## src/rtl/seq_digit_mult_pkg.sv

```systemverilog
// Shared types and constants for the sequential digit-serial multiplier.
package seq_digit_mult_pkg;

    typedef enum logic [1:0] {
        ST_IDLE = 2'b00,
        ST_RUN  = 2'b01,
        ST_DONE = 2'b10
    } state_e;

    localparam int unsigned DIGIT_W = 2;
    localparam int unsigned PP_W    = 4;

    // Counter width able to hold nd-1, never narrower than one bit.
    function automatic int unsigned cnt_width(input int unsigned nd);
        return (nd > 1) ? $clog2(nd) : 1;
    endfunction

endpackage

```

## src/rtl/seq_digit_mult_mult2.sv

```systemverilog
// Gate-level 2x2 unsigned multiplier core; purely combinational.
module Mult2 (
    input  logic [1:0] a_i,
    input  logic [1:0] b_i,
    output logic [3:0] p_c
);

    logic a0b0, a1b0, a0b1, a1b1, c1;

    assign a0b0 = a_i[0] & b_i[0];
    assign a1b0 = a_i[1] & b_i[0];
    assign a0b1 = a_i[0] & b_i[1];
    assign a1b1 = a_i[1] & b_i[1];
    assign c1   = a1b0 & a0b1;

    assign p_c[0] = a0b0;
    assign p_c[1] = a1b0 ^ a0b1;
    assign p_c[2] = a1b1 ^ c1;
    assign p_c[3] = a1b1 & c1;

endmodule

```

## src/rtl/seq_digit_mult.sv

```systemverilog
// WIDTH x WIDTH unsigned multiplier: one 2-bit digit pair per clock through a 2x2 core,
// shifted and accumulated; start/busy/done handshake.
module seq_digit_mult
    import seq_digit_mult_pkg::*;
#(
    parameter int unsigned WIDTH = 8
) (
    input  logic                 clk,
    input  logic                 rst_n,
    input  logic                 start,
    input  logic [WIDTH-1:0]     a,
    input  logic [WIDTH-1:0]     b,
    output logic                 busy,
    output logic                 done,
    output logic [2*WIDTH-1:0]   product
);

    localparam int unsigned ND     = WIDTH / DIGIT_W;
    localparam int unsigned CNT_W  = cnt_width(ND);
    localparam int unsigned PROD_W = 2 * WIDTH;
    localparam logic [CNT_W-1:0] LAST = CNT_W'(ND - 1);

    state_e              state_q, state_d;
    logic [WIDTH-1:0]    a_q, a_d;
    logic [WIDTH-1:0]    b_q, b_d;
    logic [CNT_W-1:0]    i_q, i_d;
    logic [CNT_W-1:0]    j_q, j_d;
    logic [PROD_W-1:0]   acc_q, acc_d;
    logic [PROD_W-1:0]   product_q, product_d;
    logic                busy_q, busy_d;
    logic                done_q, done_d;

    logic [DIGIT_W-1:0]  a_dig_c, b_dig_c;
    logic [PP_W-1:0]     pp_c;
    logic [PROD_W-1:0]   pp_sh_c;
    logic                last_pair_c;

    // Digit-select muxes feeding the 2x2 core, and the weight shift of its result.
    assign a_dig_c     = DIGIT_W'(a_q >> (DIGIT_W * 32'(i_q)));
    assign b_dig_c     = DIGIT_W'(b_q >> (DIGIT_W * 32'(j_q)));
    assign pp_sh_c     = PROD_W'(pp_c) << (DIGIT_W * (32'(i_q) + 32'(j_q)));
    assign last_pair_c = (i_q == LAST) && (j_q == LAST);

    Mult2 u_core (
        .a_i (a_dig_c),
        .b_i (b_dig_c),
        .p_c (pp_c)
    );

    always_ff @(posedge clk or negedge rst_n) begin
        if (!rst_n) begin
            state_q   <= ST_IDLE;
            a_q       <= '0;
            b_q       <= '0;
            i_q       <= '0;
            j_q       <= '0;
            acc_q     <= '0;
            product_q <= '0;
            busy_q    <= 1'b0;
            done_q    <= 1'b0;
        end else begin
            state_q   <= state_d;
            a_q       <= a_d;
            b_q       <= b_d;
            i_q       <= i_d;
            j_q       <= j_d;
            acc_q     <= acc_d;
            product_q <= product_d;
            busy_q    <= busy_d;
            done_q    <= done_d;
        end
    end

    always_comb begin
        state_d   = state_q;
        a_d       = a_q;
        b_d       = b_q;
        i_d       = i_q;
        j_d       = j_q;
        acc_d     = acc_q;
        product_d = product_q;
        done_d    = 1'b0;

        case (state_q)
            ST_IDLE: begin
                if (start) begin
                    a_d     = a;
                    b_d     = b;
                    i_d     = '0;
                    j_d     = '0;
                    acc_d   = '0;
                    state_d = ST_RUN;
                end
            end
            ST_RUN: begin
                acc_d = acc_q + pp_sh_c;
                // j is the inner digit index; i advances when j wraps.
                if (j_q == LAST) begin
                    j_d = '0;
                    i_d = i_q + CNT_W'(1);
                end else begin
                    j_d = j_q + CNT_W'(1);
                end
                if (last_pair_c) begin
                    i_d     = '0;
                    state_d = ST_DONE;
                end
            end
            ST_DONE: begin
                product_d = acc_q;
                done_d    = 1'b1;
                state_d   = ST_IDLE;
            end
            default: begin
                state_d = ST_IDLE;
            end
        endcase

        busy_d = (state_d != ST_IDLE);
    end

    assign busy    = busy_q;
    assign done    = done_q;
    assign product = product_q;

endmodule

```

## config.mk

```make
export PLATFORM = sky130hd
export DESIGN_NAME = seq_digit_mult
export DESIGN_NICKNAME = d
export VERILOG_FILES = /design/src/rtl/seq_digit_mult_pkg.sv /design/src/rtl/seq_digit_mult_mult2.sv /design/src/rtl/seq_digit_mult.sv
export SDC_FILE = /design/constraint.sdc
export NUM_CORES = 1
export LEC_CHECK = 0
export BUFFER_PORTS_ARGS = -buffer_cell sky130_fd_sc_hd__buf_2
export CAP_MARGIN = 10
export CORE_UTILIZATION = 45
export DETAILED_ROUTE_END_ITERATION = 10
export PLACE_DENSITY = 0.65
export SETUP_SLACK_MARGIN = 0.3
export SLEW_MARGIN = 30
export SYNTH_ARGS = -nofsm -noshare
export SYNTH_HDL_FRONTEND = slang
export SYNTH_SLANG_ARGS = --single-unit
```

## constraint.sdc

```tcl
create_clock -name clk -period 5.8 [get_ports clk]
set_clock_uncertainty 0.2 [all_clocks]
set_input_delay 0 -clock clk [delete_from_list [all_inputs] [get_ports clk]]
set_output_delay 0 -clock clk [all_outputs]
set_load 0.03 [all_outputs]
```

# Word-level counts from Yosys, hierarchy flattened
# Cells that the tools add are included.
# word_totals
input_bits	19
output_inout_bits	18
word_cells	49
regBits	56
# op_classes
shifts	3
n_reduce_logical	7
mux	12
n_eq_ne	6
bitwise	8
n_addsub	4
# ops
operator	n
case mux 16 bit (2 select lines)	1
adder 16 bit	1
2-to-1 mux 16 bit	1
<< shifter 4 x 4 -> 16 bit	1
>> shifter 8 x 3 -> 2 bit	2
2-to-1 mux 2 bit	6
case mux 2 bit (2 select lines)	3
bitwise AND 1 bit	6
equality test 2 bit, second input constant	3
adder 2 x 1 -> 2 bit, second input constant	2
AND reduction 2 bit	2
nonzero test 2 bit	2
adder 2 x 2 -> 3 bit	1
!= test 3 bit, second input constant	1
AND reduction 3 bit	1
equality test 2 x 1 -> 1 bit, second input constant	1
zero test 2 bit	1
!= test 2 bit, second input constant	1
bitwise XOR 1 bit	2
logical AND 1 bit	1
2-to-1 mux 1 bit	1

# Depth between registers and ports, before layout
# depth
depth_word	7
mapped_depth	14
ltp_nobuf	13

# By module
# Synthesis repeated with hierarchy kept, for this count alone.
# unflattened
hier_cells	298
area_unflattened_um2	3203.1
# by_module_without_submodules
mod	seq_area_each_um2	area_each_um2	instances	cells_per_inst
seq_digit_mult	1401.3	3145.5	1	291
Mult2	0.0	57.6	1	7

# Worst setup path after synthesis
# OpenSTA, ideal clock, no wires.
# synth_path
kind	register to register
from	register j_q[0]
to	register acc_q[10]
n_path_buf	0
t_arrival_ns	3.361
period_less_slack_ns	3.682
setup_ns	0.122
stages_incl_launch_ff	14
path_slack_ns	2.118
cell_sequence	dfrtp_1 > mux4_2 > and2_1 > ha_1 > ha_1 > nor2b_1 > a31oi_1 > nor2_1 > ha_1 > nor2b_1 > o211ai_2 > a211oi_1 > or3_1 > a32o_1
# synth_via
elab_chain_len	7
elab_cells_between_ends	13
cone_classes	add/sub (2); shift (2); mux (1); bitwise (8)
# synth_lines
item	line_no	source
start: declaration	seq_digit_mult.sv:27	logic [CNT_W-1:0] j_q, j_d;
start signal: assignment	seq_digit_mult.sv:66	j_q <= j_d;
>> shifter 8 x 3 -> 2 bit	seq_digit_mult.sv:40	assign b_dig_c = DIGIT_W'(b_q >> (DIGIT_W * 32'(j_q)));
bitwise AND 1 bit (on tied branches)	seq_digit_mult_mult2.sv:11, seq_digit_mult_mult2.sv:12	
bitwise AND 1 bit	seq_digit_mult_mult2.sv:14	assign c1 = a1b0 & a0b1;
bitwise XOR 1 bit / bitwise AND 1 bit (equally long branches)	seq_digit_mult_mult2.sv:18, seq_digit_mult_mult2.sv:19	
<< shifter 4 x 4 -> 16 bit *	seq_digit_mult.sv:41	assign pp_sh_c = PROD_W'(pp_c) << (DIGIT_W * (32'(i_q) + 32'(j_q)));
adder 16 bit *	seq_digit_mult.sv:96	acc_d = acc_q + pp_sh_c;
case mux 16 bit (2 select lines) *	seq_digit_mult.sv:84	case (state_q)
end signal: assignment	seq_digit_mult.sv:57	acc_q <= '0;
end signal: assignment	seq_digit_mult.sv:67	acc_q <= acc_d;
end: declaration	seq_digit_mult.sv:28	logic [PROD_W-1:0] acc_q, acc_d;
# Every way passes the cells marked *; elsewhere a longest branch is shown, timed or not.
# A chain may end at the register's enable or synchronous reset.

# Final worst setup path
# Ends and elaborated chain as after synthesis.

==> flow_summary.ini <==
[run_status]
status = complete, no violations

[route]
first_pass_iters = 4
drtIter0Drc = 120
wl_per_cell_um = 14.6
num_vias = 2393
drt_wl_total_um = 6510
postRouteAntennaNets = 0
drc = 0
avgViaCountPerCell = 5.35

[setup_path]
cp-start-kind = flop
crit_fanout = 6
cp-startpoint = j_q[0]
end_kind = flop
arrival_ps = 4040
reg2reg_from = j_q[0]
cp.required_ps = 5800
crit_type = reg -> reg

[timing]
tns_ps = 0
hold_viol = 0
max_slew_margin_pct = 44.9
fin_crit_sh_pct = 69.7
max_freq_mhz = 248
fin_crit_ps = 4040
rsz0062_at_grt = false
slew_viol_final = 0
setup_viol = 0
worst_pin_slew_ps = 827

[layout]
final_common_cell = dfrtp_1
fin_nets = 392
final_cell_mix = dfrtp_1 (56), buf_2 (36), mux2_2 (31)
antennaDiodeCount = 0
drive_gt1_share_pct = 25.6
syn2layout_area_growth_pct = 16.5
final_core_util_pct = 54.7

[pwr]
irDropWorstVdd_uv = 272
leakage_nw = 1.76
total_power_mw = 1.90
power_density_nw_per_um2 = 509

[clock_network]
path_clk_slew_ps = 90
clk_latency_ps = 310
cts_buffers = 5
cts_tree = yes
cts_resized = 0
root_buffer = clkbuf_8
clk_path_buf_depth = 2
htreeDepth = 2
clock_sinks = 56
post_cts_buffers = 0
cts-hold-fix-buffers = 18

[synthesis]
synth-edff-count = 0
syn_area_um2 = 3210
synthTopCellsByArea = dfrtp_1 (44%), mux2_2 (11%), ha_1 (7.8%)
synth_cells = 299
yosysWarnings = 0
ys_types = 46
synth.net_count = 340
yosys.area.top_type = dfrtp_1
async_flop_share_pct = 100
synth_seq_area_share_pct = 43.7
synth_flop_cell = dfrtp_1
synth_top_area_share_pct = 43.7
avgSynthCellArea_um2 = 10.7
yosys_register_bits = 56

[floorplan]
rows = 30
die-area_um2 = 7460
core-area_um2 = 6830
start_util_pct = 46.9
boundaryPins = 37
fp.dieH_um = 86.4
die_w_um = 86.4

[placed_design]
hpwl_um = 4730
routabilityCongestion = 0.959
io_buffers = 36

[global_routing]
grt_use_total_pct = 19.4
grt_pass1_wl_um = 11200
gr-total-overflow = 0
grt_pass1_vias = 2337
grt_max_degree = 57
antenna_found_initial = 0

[min_path]
hold_class = in -> async

[flow_run]
drv_cap = 0
-- area by class of cell --
type	count	area (µm²)
clock buffers	6	72.6
well taps	96	120
multi-input cells	221	1720
inverters	11	41.3
fillers	628	3100
clock inverters	1	5.00
flip-flops and latches	56	1400
repair buffers	56	375
-- synth_stat cells, drive strengths merged (2+ instances only) --
master and number:
buf 5, ha 20, a221o 3, and2 6
nand3 4, o21a 2, xor2 4, a31o 2
nor3 3, a21o 6, nor2 20, inv 11
o211ai 4, fa 2, o22ai 4, nor2b 5
clkbuf 6, a31oi 6, nand2 29, xnor2 3
a21oi 13, o31ai 3, dfrtp 56, nor3b 2
o21ai 18, a211oi 4, nand2b 7, mux2 31
a32o 3, mux4 4, o2111a 3
-- metrics by stage --
step / worst slack [ps] / hold WS, ps / cells / cell area (µm²)
after floorplan: 2120 / -496 / 299 / 3210
after global placement: 1880 / -22.6 / 422 / 3470
after detailed placement: 1780 / -19.7 / 422 / 3480
after CTS: 1760 / 173 / 447 / 3730
after global routing: 1480 / 218 / 447 / 3730
final: 1760 / 127 / 447 / 3730
-- where the power goes --
| group | switching [mW] | internal (mW) | leakage, nW | total (mW) |
|---|---|---|---|---|
| Combinational | 0.584 | 0.469 | 1.00 | 1.05 |
| Clock | 0.123 | 0.0826 | 0.0410 | 0.206 |
| Sequential | 0.106 | 0.535 | 0.717 | 0.641 |
| Total | 0.813 | 1.09 | 1.76 | 1.90 |
-- sequential cells by signal (all words and copies together) (netlist names) --
name / count
j_q: 2
b_q: 8
acc_q: 16
a_q: 8
done: 1
product: 16
state_q: 2
i_q: 2
busy: 1
-- critical path: stages, from the launching register on --
cell and delay (ps):
dfrtp_1 480, mux4_2 570, and2_1 160, ha_1 200, ha_1 300, nor2b_1 140
a31oi_1 320, nor2_1 90, ha_1 350, nor2b_1 170, o211ai_2 230, a211oi_1 130
or3_1 330, a32o_1 260
-- cell families (layout without fill, tap and decap cells) --
logic type	Yosys count	in the layout	synth area share, %
buffers and inverters	22	74	2.85
AO/OA/AOI/OAI	75	75	16.4
XOR/XNOR	7	7	1.91
adder cells (fa/ha/maj)	22	22	9.06
AND/OR/NAND/NOR	81	81	12.0
flip-flops	56	56	43.7
multiplexers	36	36	14.0
-- per-layer routing --
layer	vias to the layer above	share of wire, %	GRT usage (%)
met5	-	0	0
met1	1132	49	26.7
met4	0	1.4	5.91
met3	10	3.1	3.33
li1	1190	-	-
met2	61	47	31.3
-- worst paths after layout --
| check | to | slack, ps | depth (start not counted) |
|---|---|---|---|
| hold / removal | product[3] | 130 | 3 |
| min in group clk | b_q[1] | 250 | 3 |
| setup / recovery | acc_q[10] | 1760 | 13 |
| max in group asynchronous | product[0] | 4780 | 3 |
| setup reg to reg | acc_q[10] | 1760 | 13 |
| hold reg to reg | product[1] | 290 | 2 |
Power figures use the tool's default switching activity.
